$ cat src/rtl/att_pkg.sv
`default_nettype none
// +------------------------------------------------------------------------+
// | att_pkg                                                                |
// | Shared types for the address translation table: write-mode encoding,  |
// | table FSM states and the stored entry layout.                          |
// | Revision: 1.0                                                          |
// +------------------------------------------------------------------------+
package att_pkg;

   localparam int c_att_addr_w = 11;
   localparam int c_att_mask_w = 20;

   typedef enum logic [1:0] {
      WR_OVERWRITE = 2'd0,
      WR_MASK_SET  = 2'd1,
      WR_MASK_CLR  = 2'd2,
      WR_ADDR_ONLY = 2'd3
   } att_wr_mode_e;

   typedef enum logic [0:0] {
      ST_INIT  = 1'b0,
      ST_READY = 1'b1
   } att_state_e;

   typedef struct packed {
      logic [c_att_addr_w-1:0] address;
      logic [c_att_mask_w-1:0] mask;
   } att_entry_t;

endpackage
`default_nettype wire

$ cat src/rtl/att_mask_update.sv
`default_nettype none
// +------------------------------------------------------------------------+
// | att_mask_update                                                        |
// | Combinational merge of an existing table entry with write data        |
// | according to the write mode.                                           |
// | Revision: 1.0                                                          |
// +------------------------------------------------------------------------+
module att_mask_update
   import att_pkg::*;
(
   input  att_entry_t              i_old_entry,
   input  att_wr_mode_e            i_mode,
   input  logic [c_att_addr_w-1:0] i_wr_address,
   input  logic [c_att_mask_w-1:0] i_wr_mask,
   output att_entry_t              o_new_entry
);

   always_comb begin
      o_new_entry = i_old_entry;
      case (i_mode)
         WR_OVERWRITE: begin
            o_new_entry.address = i_wr_address;
            o_new_entry.mask    = i_wr_mask;
         end
         WR_MASK_SET:  o_new_entry.mask    = i_old_entry.mask | i_wr_mask;
         WR_MASK_CLR:  o_new_entry.mask    = i_old_entry.mask & ~i_wr_mask;
         WR_ADDR_ONLY: o_new_entry.address = i_wr_address;
         default:      o_new_entry = i_old_entry;
      endcase
   end

endmodule
`default_nettype wire

$ cat src/rtl/address_translation_table_mp.sv
`default_nettype none
// +------------------------------------------------------------------------+
// | address_translation_table_mp                                           |
// | Multi-read-port literal address/mask table with self-initialisation.  |
// | Define ATT_WR_BYPASS_EN to forward same-cycle writes to reads.         |
// | Entry widths track att_pkg (c_att_addr_w / c_att_mask_w).              |
// | Revision: 1.0                                                          |
// +------------------------------------------------------------------------+
module address_translation_table_mp
   import att_pkg::*;
#(
   parameter  int NV                       = 32,
   parameter  int LITERAL_ADDRESS_WIDTH    = c_att_addr_w,
   parameter  int MAX_CLAUSES_PER_VARIABLE = c_att_mask_w,
   parameter  int NUM_RD                   = 2,
   localparam int AT_SIZE                  = 2 * NV,
   localparam int IDX_W                    = $clog2(AT_SIZE)
)(
   input  logic                                       clk,
   input  logic                                       reset,
   input  logic                                       clear_i,
   output logic                                       ready_o,
   input  logic                                       wr_en_i,
   input  logic [IDX_W-1:0]                           wr_index_i,
   input  logic [1:0]                                 wr_mode_i,
   input  logic [LITERAL_ADDRESS_WIDTH-1:0]           wr_address_i,
   input  logic [MAX_CLAUSES_PER_VARIABLE-1:0]        wr_mask_i,
   input  logic [NUM_RD-1:0]                          rd_en_i,
   input  logic [NUM_RD*IDX_W-1:0]                    rd_index_i,
   output logic [NUM_RD-1:0]                          rd_valid_o,
   output logic [NUM_RD*LITERAL_ADDRESS_WIDTH-1:0]    rd_address_o,
   output logic [NUM_RD*MAX_CLAUSES_PER_VARIABLE-1:0] rd_mask_o,
   output logic                                       err_o
);

   localparam logic [IDX_W-1:0] c_last_idx = IDX_W'(AT_SIZE - 1);

   att_state_e        r_state;
   att_state_e        w_state_next;
   logic [IDX_W-1:0]  r_init_cnt;
   att_entry_t        r_mem [AT_SIZE];
   logic              r_err;
   logic              w_ready;
   logic              w_clear;
   logic              w_wr_in_range;
   logic [NUM_RD-1:0] w_rd_in_range;
   logic              w_wr_commit;
   logic              w_err_set;
   att_entry_t        w_wr_old;
   att_entry_t        w_wr_new;

   // Range checks collapse to constants when the depth is a power of two.
   if (AT_SIZE == (1 << IDX_W)) begin : g_pow2
      assign w_wr_in_range = 1'b1;
      assign w_rd_in_range = '1;
   end else begin : g_npow2
      assign w_wr_in_range = ({1'b0, wr_index_i} < (IDX_W+1)'(AT_SIZE));
      for (genvar p = 0; p < NUM_RD; p++) begin : g_rd_range
         assign w_rd_in_range[p] =
            ({1'b0, rd_index_i[p*IDX_W +: IDX_W]} < (IDX_W+1)'(AT_SIZE));
      end
   end

   always_ff @(posedge clk) begin
      if (reset) r_state <= ST_INIT;
      else       r_state <= w_state_next;
   end

   always_comb begin
      w_state_next = r_state;
      case (r_state)
         ST_INIT:  if (r_init_cnt == c_last_idx) w_state_next = ST_READY;
         ST_READY: if (clear_i) w_state_next = ST_INIT;
         default:  w_state_next = ST_INIT;
      endcase
   end

   always_comb begin
      w_ready = (r_state == ST_READY);
   end

   assign ready_o     = w_ready;
   assign w_clear     = w_ready & clear_i;
   assign w_wr_commit = ~reset & w_ready & wr_en_i & w_wr_in_range;
   assign w_err_set   = (~w_ready & (wr_en_i | (|rd_en_i)))
                      | (w_ready & wr_en_i & ~w_wr_in_range)
                      | (w_ready & (|(rd_en_i & ~w_rd_in_range)));

   always_ff @(posedge clk) begin
      if (reset)                      r_init_cnt <= '0;
      else if (r_state == ST_INIT &&
               r_init_cnt != c_last_idx) r_init_cnt <= r_init_cnt + IDX_W'(1);
      else                            r_init_cnt <= '0;
   end

   always_ff @(posedge clk) begin
      if (reset)          r_err <= 1'b0;
      else if (w_clear)   r_err <= 1'b0;
      else if (w_err_set) r_err <= 1'b1;
   end

   assign err_o    = r_err;
   assign w_wr_old = r_mem[wr_index_i];

   // One merge instance feeds both the array write and the read bypass.
   att_mask_update u_merge (
      .i_old_entry  (w_wr_old),
      .i_mode       (att_wr_mode_e'(wr_mode_i)),
      .i_wr_address (wr_address_i),
      .i_wr_mask    (wr_mask_i),
      .o_new_entry  (w_wr_new)
   );

   always_ff @(posedge clk) begin
      if (r_state == ST_INIT) r_mem[r_init_cnt] <= '0;
      else if (w_wr_commit)   r_mem[wr_index_i] <= w_wr_new;
   end

   for (genvar p = 0; p < NUM_RD; p++) begin : g_rd
      logic [IDX_W-1:0] w_idx;
      logic             w_accept;
      att_entry_t       w_data;
      logic             r_valid;
      att_entry_t       r_data;

      assign w_idx    = rd_index_i[p*IDX_W +: IDX_W];
      assign w_accept = w_ready & rd_en_i[p];

      always_comb begin
         w_data = '0;
         if (w_rd_in_range[p]) begin
            w_data = r_mem[w_idx];
`ifdef ATT_WR_BYPASS_EN
            if (w_wr_commit && (wr_index_i == w_idx)) w_data = w_wr_new;
`endif
         end
      end

      always_ff @(posedge clk) begin
         if (reset) begin
            r_valid <= 1'b0;
            r_data  <= '0;
         end else begin
            r_valid <= w_accept;
            r_data  <= w_accept ? w_data : '0;
         end
      end

      assign rd_valid_o[p] = r_valid;
      assign rd_address_o[p*LITERAL_ADDRESS_WIDTH +: LITERAL_ADDRESS_WIDTH] = r_data.address;
      assign rd_mask_o[p*MAX_CLAUSES_PER_VARIABLE +: MAX_CLAUSES_PER_VARIABLE] = r_data.mask;
   end

endmodule
`default_nettype wire

$ cat config.mk
export PLATFORM = sky130hd
export DESIGN_NAME = address_translation_table_mp
export DESIGN_NICKNAME = d
export VERILOG_FILES = /design/src/rtl/att_pkg.sv /design/src/rtl/att_mask_update.sv /design/src/rtl/address_translation_table_mp.sv
export SDC_FILE = /design/constraint.sdc
export NUM_CORES = 2
export LEC_CHECK = 0
export BUFFER_PORTS_ARGS = -buffer_cell sky130_fd_sc_hd__buf_4
export CAP_MARGIN = 5
export CORE_MARGIN = 5
export CORE_UTILIZATION = 40
export DETAILED_ROUTE_END_ITERATION = 16
export PLACE_DENSITY = 0.58
export SYNTH_ARGS = -nofsm -noshare
export SYNTH_HDL_FRONTEND = slang
export SYNTH_SLANG_ARGS = --single-unit
$ cat constraint.sdc
create_clock -name clk -period 6 [get_ports clk]
set_input_delay 0.6 -clock clk [delete_from_list [all_inputs] [get_ports clk]]
set_output_delay 0.6 -clock clk [all_outputs]
set_load 0.01 [all_outputs]
# After elaboration in Yosys (flattened, before gate mapping)
# Memories as Yosys holds them, arrays and structs flattened. A register that Yosys moved wholly into a read port is not among the register bits.
# Cells that the tools add are included.
[totals]
ramBits = 1984
mem_count = 1
register_bits = 10
latch_bits = 0
wordCells = 48
romBits = 0
out_inout_bits = 66
inputBits = 57
[mem_list]
columns = ["memory", "depth", "width", "rd", "rd_clocked_by_memory_dff", "write_ports", "line_no", "text"]
rows = [
  ["r_mem", 64, 31, 3, 2, 1, "address_translation_table_mp.sv:41", "att_entry_t r_mem [AT_SIZE];"],
]
[classes]
n_addsub = 1
bitwise = 15
shifts = 0
magnitude_cmp = 0
multipliers = 0
n_mux = 12
div_mod_pow = 0
reduce_logical = 9
n_eq_ne = 5
[ops]
columns = ["cell", "n"]
rows = [
  ["one-hot mux 20 bit (3 select lines)", 1],
  ["2-to-1 mux 31 bit", 1],
  ["OR reduction 31 bit", 1],
  ["bitwise AND 20 bit", 1],
  ["inverter 20 bit", 1],
  ["bitwise OR 20 bit", 1],
  ["OR reduction 2 bit", 6],
  ["2-to-1 mux 11 bit", 1],
  ["2-to-1 mux 1 bit", 7],
  ["adder 6 x 1 -> 6 bit (second input constant)", 1],
  ["bitwise AND 1 bit", 6],
  ["== test 6 bit (second input constant)", 1],
  ["2-to-1 mux 6 bit", 1],
  ["!= test 6 bit (second input constant)", 1],
  ["inverter 1 bit", 5],
  ["== test 2 bit (second input constant)", 2],
  ["== test 2 x 1 -> 1 bit (second input constant)", 1],
  ["zero test 2 bit", 1],
  ["one-hot mux 1 bit (2 select lines)", 1],
  ["logical AND 1 bit", 1],
  ["bitwise OR 1 bit", 1],
]

# Logic depth before layout (Yosys ltp)
[logic_depth]
depth_word = 8
depth_mapped = 10
mapped_depth_nobuf = 6

# By module
# A second synthesis with hierarchy kept.
[hier_totals]
cells_unflattened = 5885
hier_area_um2 = 109206.0
[by_module_without_submodules]
columns = ["module", "seq_area_each_um2", "cells_per_inst", "instances", "area_each_um2"]
rows = [
  ["address_translation_table_mp", 61018.5, 5797, 1, 108439.0],
  ["att_mask_update", 0.0, 88, 1, 767.0],
]

# Least setup slack after synthesis
# Ideal clock, no wire load.
[synth_path]
kind = "input port to flip-flop"
from = "input port wr_index_i[0]"
to = "memory r_mem[0][10] (netlist bit) (data pin)"
path_slack_ps = -308
setup_time_ps = 864
arrival_time_ps = 5444
required_time_ps = 5136
cell_stages = 10
n_path_buf = 6
path_cell_list = "clkbuf_1 > buf_4 > buf_4 > buf_4 > buf_4 > buf_4 > mux2i_1 > o221ai_1 > a21oi_1 > nor4_1"
[synth_between]
elab_chain_cells = 4
word_cells_on_any_way = 5
classes_between = "2 x mux; 2 x bitwise; 1 x memory"
[synth_rtl]
columns = ["item", "line_no", "text"]
rows = [
  ["start, declared", "address_translation_table_mp.sv:24", "input logic [IDX_W-1:0] wr_index_i,"],
  ["memory read (64 x 31 bit) (*)", "n/a", ""],
  ["bitwise AND 20 bit / bitwise OR 20 bit (equally long branches)", "att_mask_update.sv:26, att_mask_update.sv:25", ""],
  ["one-hot mux 20 bit (3 select lines) (*)", "att_mask_update.sv:20", "case (i_mode)"],
  ["2-to-1 mux 31 bit (no source line) (*)", "n/a", ""],
  ["end, declared", "address_translation_table_mp.sv:41", ""],
]
# Mark *: on every way between the ends. The rest lies on a longest branch, timed or not.

# Worst setup path after layout
[layout_path]
from = "register r_state (netlist: ready_o)"
to = "memory r_mem[2][28] (netlist bit), enable pin"
[layout_between]
elab_chain_cells = 7
word_cells_on_any_way = 9
classes_between = "6 x mux; 2 x bitwise; 1 x reduce/logical"
[layout_rtl]
columns = ["item", "line_no", "text"]
rows = [
  ["start, declared", "address_translation_table_mp.sv:38", "att_state_e r_state;"],
  ["start signal, assigned", "address_translation_table_mp.sv:66", "else r_state <= w_state_next;"],
  ["bitwise AND 1 bit (2 in series)", "address_translation_table_mp.sv:84", "assign w_wr_commit = ~reset & w_ready & wr_en_i & w_wr_in_range;"],
  ["2-to-1 mux 1 bit", "address_translation_table_mp.sv:116", "else if (w_wr_commit) r_mem[wr_index_i] <= w_wr_new;"],
  ["2-to-1 mux 1 bit", "address_translation_table_mp.sv:115", "if (r_state == ST_INIT) r_mem[r_init_cnt] <= '0;"],
  ["2-to-1 mux 1 bit (not written as such)", "address_translation_table_mp.sv:116", ""],
  ["OR reduction 31 bit (no source line)", "n/a", ""],
  ["2-to-1 mux 6 bit (no source line) / 2-to-1 mux 1 bit (equally long branches)", "n/a", ""],
]
# Several ways; a longest one is shown, not always the timed one.

==> summary.md <==
| Metric | Value |
|---|---|
| Status | `completed` |
| Hold WS | `0.166 ns` |
| CTS tree | `yes` |
| Power density over the cells | `265 nW/um2` |
| Avg Inst Size Synth | `19.7 um2` |
| GRT Max-Usage Layer | `met2` |
| Antenna-violating nets left | `0` |
| Die height | `533 um` |
| TritonRoute pass-1 iters | `7` |
| Total gr overflow | `0` |
| Synth cell types | `53` |
| Skew-Pair Late Insertion Delay | `0.93 ns` |
| Wire length per cell | `47.1 um` |
| Area growth syn-to-layout | `14.2%` |
| Final #Nets | `5,760` |
| CTS clk-pin slew, worst paths | `0.06 ns` |
| Met1 Track Usage GR | `39.8%` |
| RSZ-0062 raised after global routing | `no` |
| Placement Setup Slack | `1.68 ns` |
| First-pass GRT wire length | `602,000 um` |
| FMAX | `222 MHz` |
| Slew at the pin closest to its max-slew limit | `1.38 ns` |
| Total CTS buffers | `232` |
| Seq/Total Area, Yosys | `55.9%` |
| Headroom to the max-slew limit | `7.24%` |
| Top_reg_cell synth | `edfxtp_1` |
| Min Tclk post-route | `4.50 ns` |
| Iteration-0 DRC Markers | `11.3k` |
| Switching fraction of total power | `23.2%` |
| Vias per cell | `7.44` |
| Sum Neg Setup Slack | `0 ns` |
| Die area | `284,000 um2` |
| Routed via count | `70.5k` |
| Core Util, Final | `46.0%` |
| H-tree depth | `4` |
| Int Pwr | `0.0254 W` |
| Global routing usage on met2 | `45.6%` |
| Combinational power share | `7.8%` |
| Die width | `533 um` |
| Vias in the first global route | `69.4k` |
| Ports | `123` |
| Largest net degree at the start of global routing | `85` |
| CP Launch Type | `flop` |
| Post-CTS Setup Bufs | `0` |
| Syn_nets | `5,600` |
| Worst-case clock buffer depth | `4` |
| Pleak | `41.7 nW` |
| Crit Path Class | `reg2reg` |
| Total power | `0.0331 W` |
| Global placement routability congestion | `0.905` |
| Net Switching | `0.00769 W` |
| Hold_buf cts | `3` |
| Sequential share of power | `47.3%` |
| Nature of the critical path endpoint | `flop` |
| Port buffer count | `122` |
| DRC violations left | `0` |
| Max cap viols | `0` |
| Setup ws final | `1.50 ns` |
| Worst Path Max Fanout | `21` |
| Critical path arrival | `5.01 ns` |
| Detailed Route WL | `446,000 um` |
| Worst hold path class | `in2reg` |
| Initial Util | `40.3%` |
| Final hold vios | `0` |
| GRT met3 Usage | `9.83%` |
| DP Wirelength | `267,000 um` |
| Initial antenna violation count | `27` |
| Root Driver | `clkbuf_16` |
| # setup viols final | `0` |
| Synth Warn # | `0` |
| Synthesized instance count | `5,538` |
| CP required | `6.51 ns` |
| Ratio of final minimum period to clock period | `75.0%` |
| Sink Count | `2,056` |
| Area of the mapped netlist | `109,000 um2` |
| Post_cts resized | `0` |
| Gr usage total | `30.8%` |
| Clock share of power | `44.9%` |
| Final Slew Violations | `0` |
| Worst vdd ir | `237 uV` |
| Fraction of registers with async set/reset | `0%` |
| Layout cells sized above 1 | `43.9%` |
| Number of synthesized register bits | `2,056` |
| Core box area | `271,000 um2` |
| Post-synth EDFFs | `1,984` |
| Layout Skew | `0.0781 ns` |
| FP Rows | `191` |
-- synth_stat cells, drive strengths merged (35+ instances only) --
library cell | instances | area, um2
edfxtp | 1984 | 59600
mux4 | 1588 | 35800
mux2i | 302 | 3020
buf | 293 | 1500
a22oi | 249 | 1870
clkbuf | 229 | 860
nand2 | 153 | 574
nor2 | 86 | 323
nand3 | 73 | 365
dfxtp | 72 | 1440
a21oi | 64 | 320
mux2 | 52 | 586
o221ai | 35 | 307
-- flip-flops by register name (all words and copies together) (netlist names) --
register,flops
ready_o,1
r_mem,1984
r_init_cnt,6
g_rd.r_valid,2
rd_address_o,22
rd_mask_o,40
err_o,1
-- metrics by stage --
step	area, um2	cells
floorplan	109000	5538
global placement	117000	9031
detailed placement	117000	9031
CTS	125000	9455
global route	125000	9471
finish	125000	9483
-- power groups by stage --
stage	clock network, W	registers (W)	logic (W)
after floorplan	0	0.0159	0.00165
after global placement	0	0.0159	0.00256
after detailed placement	0	0.0159	0.00255
after CTS	0.0150	0.0156	0.00256
after global routing	0.0156	0.0156	0.00265
final	0.0149	0.0156	0.00259
-- routing by layer --
layer | share of wire [%] | wire (um)
met5 | 0.023 | 102
met1 | 35 | 157000
met4 | 7.2 | 31900
met2 | 45 | 199000
met3 | 13 | 58100
-- worst max-delay path: stages (launching register included) --
cell      delay [ns]
dfxtp_1         0.75
nand3b_1        0.41
buf_4           0.40
or3_1           0.39
o21ai_0         0.14
nand2_1         0.48
nor2_4          0.86
buf_4           0.60
-- cell families after synthesis --
| kind of cell | count (synthesis) | share of synthesized area (%) |
|---|---|---|
| AO/OA/AOI/OAI | 565 | 3.95 |
| flip-flops | 2056 | 55.9 |
| XOR/XNOR | 4 | 0.0321 |
| multiplexers | 1942 | 36.0 |
| AND/OR/NAND/NOR | 424 | 1.82 |
| buffers and inverters | 542 | 2.23 |
| adder cells (fa/ha/maj) | 5 | 0.0573 |
-- final cells by class --
type,instances,area (um2)
Antenna cell,28,70.1
Clock buffer,287,6280
Clock inverter,134,1540
Fill cell,22400,147000
Inverter,20,75.1
Multi-Input combinational cell,2940,46700
Sequential cell,2056,61000
Tap cell,3570,4470
Timing Repair Buffer,448,4520
-- cell usage in the layout, fill, tap and decap left out, types with 16 or more instances in the layout --
cell       Yosys  routed
clkinv_2       0      49
diode_2        0      28
mux4_2      1588    1588
nand3_1       73      73
nor2_4         0      71
dfxtp_1       72      72
mux2_2        52      52
a22o_1        19      19
a22oi_1      249     249
nand2_1      153     152
inv_1         20      18
a221o_1       20      20
nand2b_1      24      23
clkbuf_16      0     234
clkinv_1       0      27
a221oi_1      29      29
a31oi_1       20      20
clkbuf_1     229      30
bufinv_16      0      32
buf_4         30     347
o21ai_0       21      21
edfxtp_1    1984    1984
o221ai_1      35      35
clkbuf_8       0      23
buf_12         0      86
mux2i_1      302     302
o2111ai_1     16      16
a21oi_1       64      64
nor2b_1       20      17
-- worst paths after layout --
check                 from  depth (start not counted)             to  slack [ns]
max                ready_o                          7   r_mem[2][28]        1.50
max reg2reg        ready_o                          7   r_mem[2][28]        1.50
min             rd_en_i[0]                          5          err_o        0.17
min reg2reg  r_init_cnt[0]                          1  r_init_cnt[0]        0.51
Power figures use the tool's default switching activity.
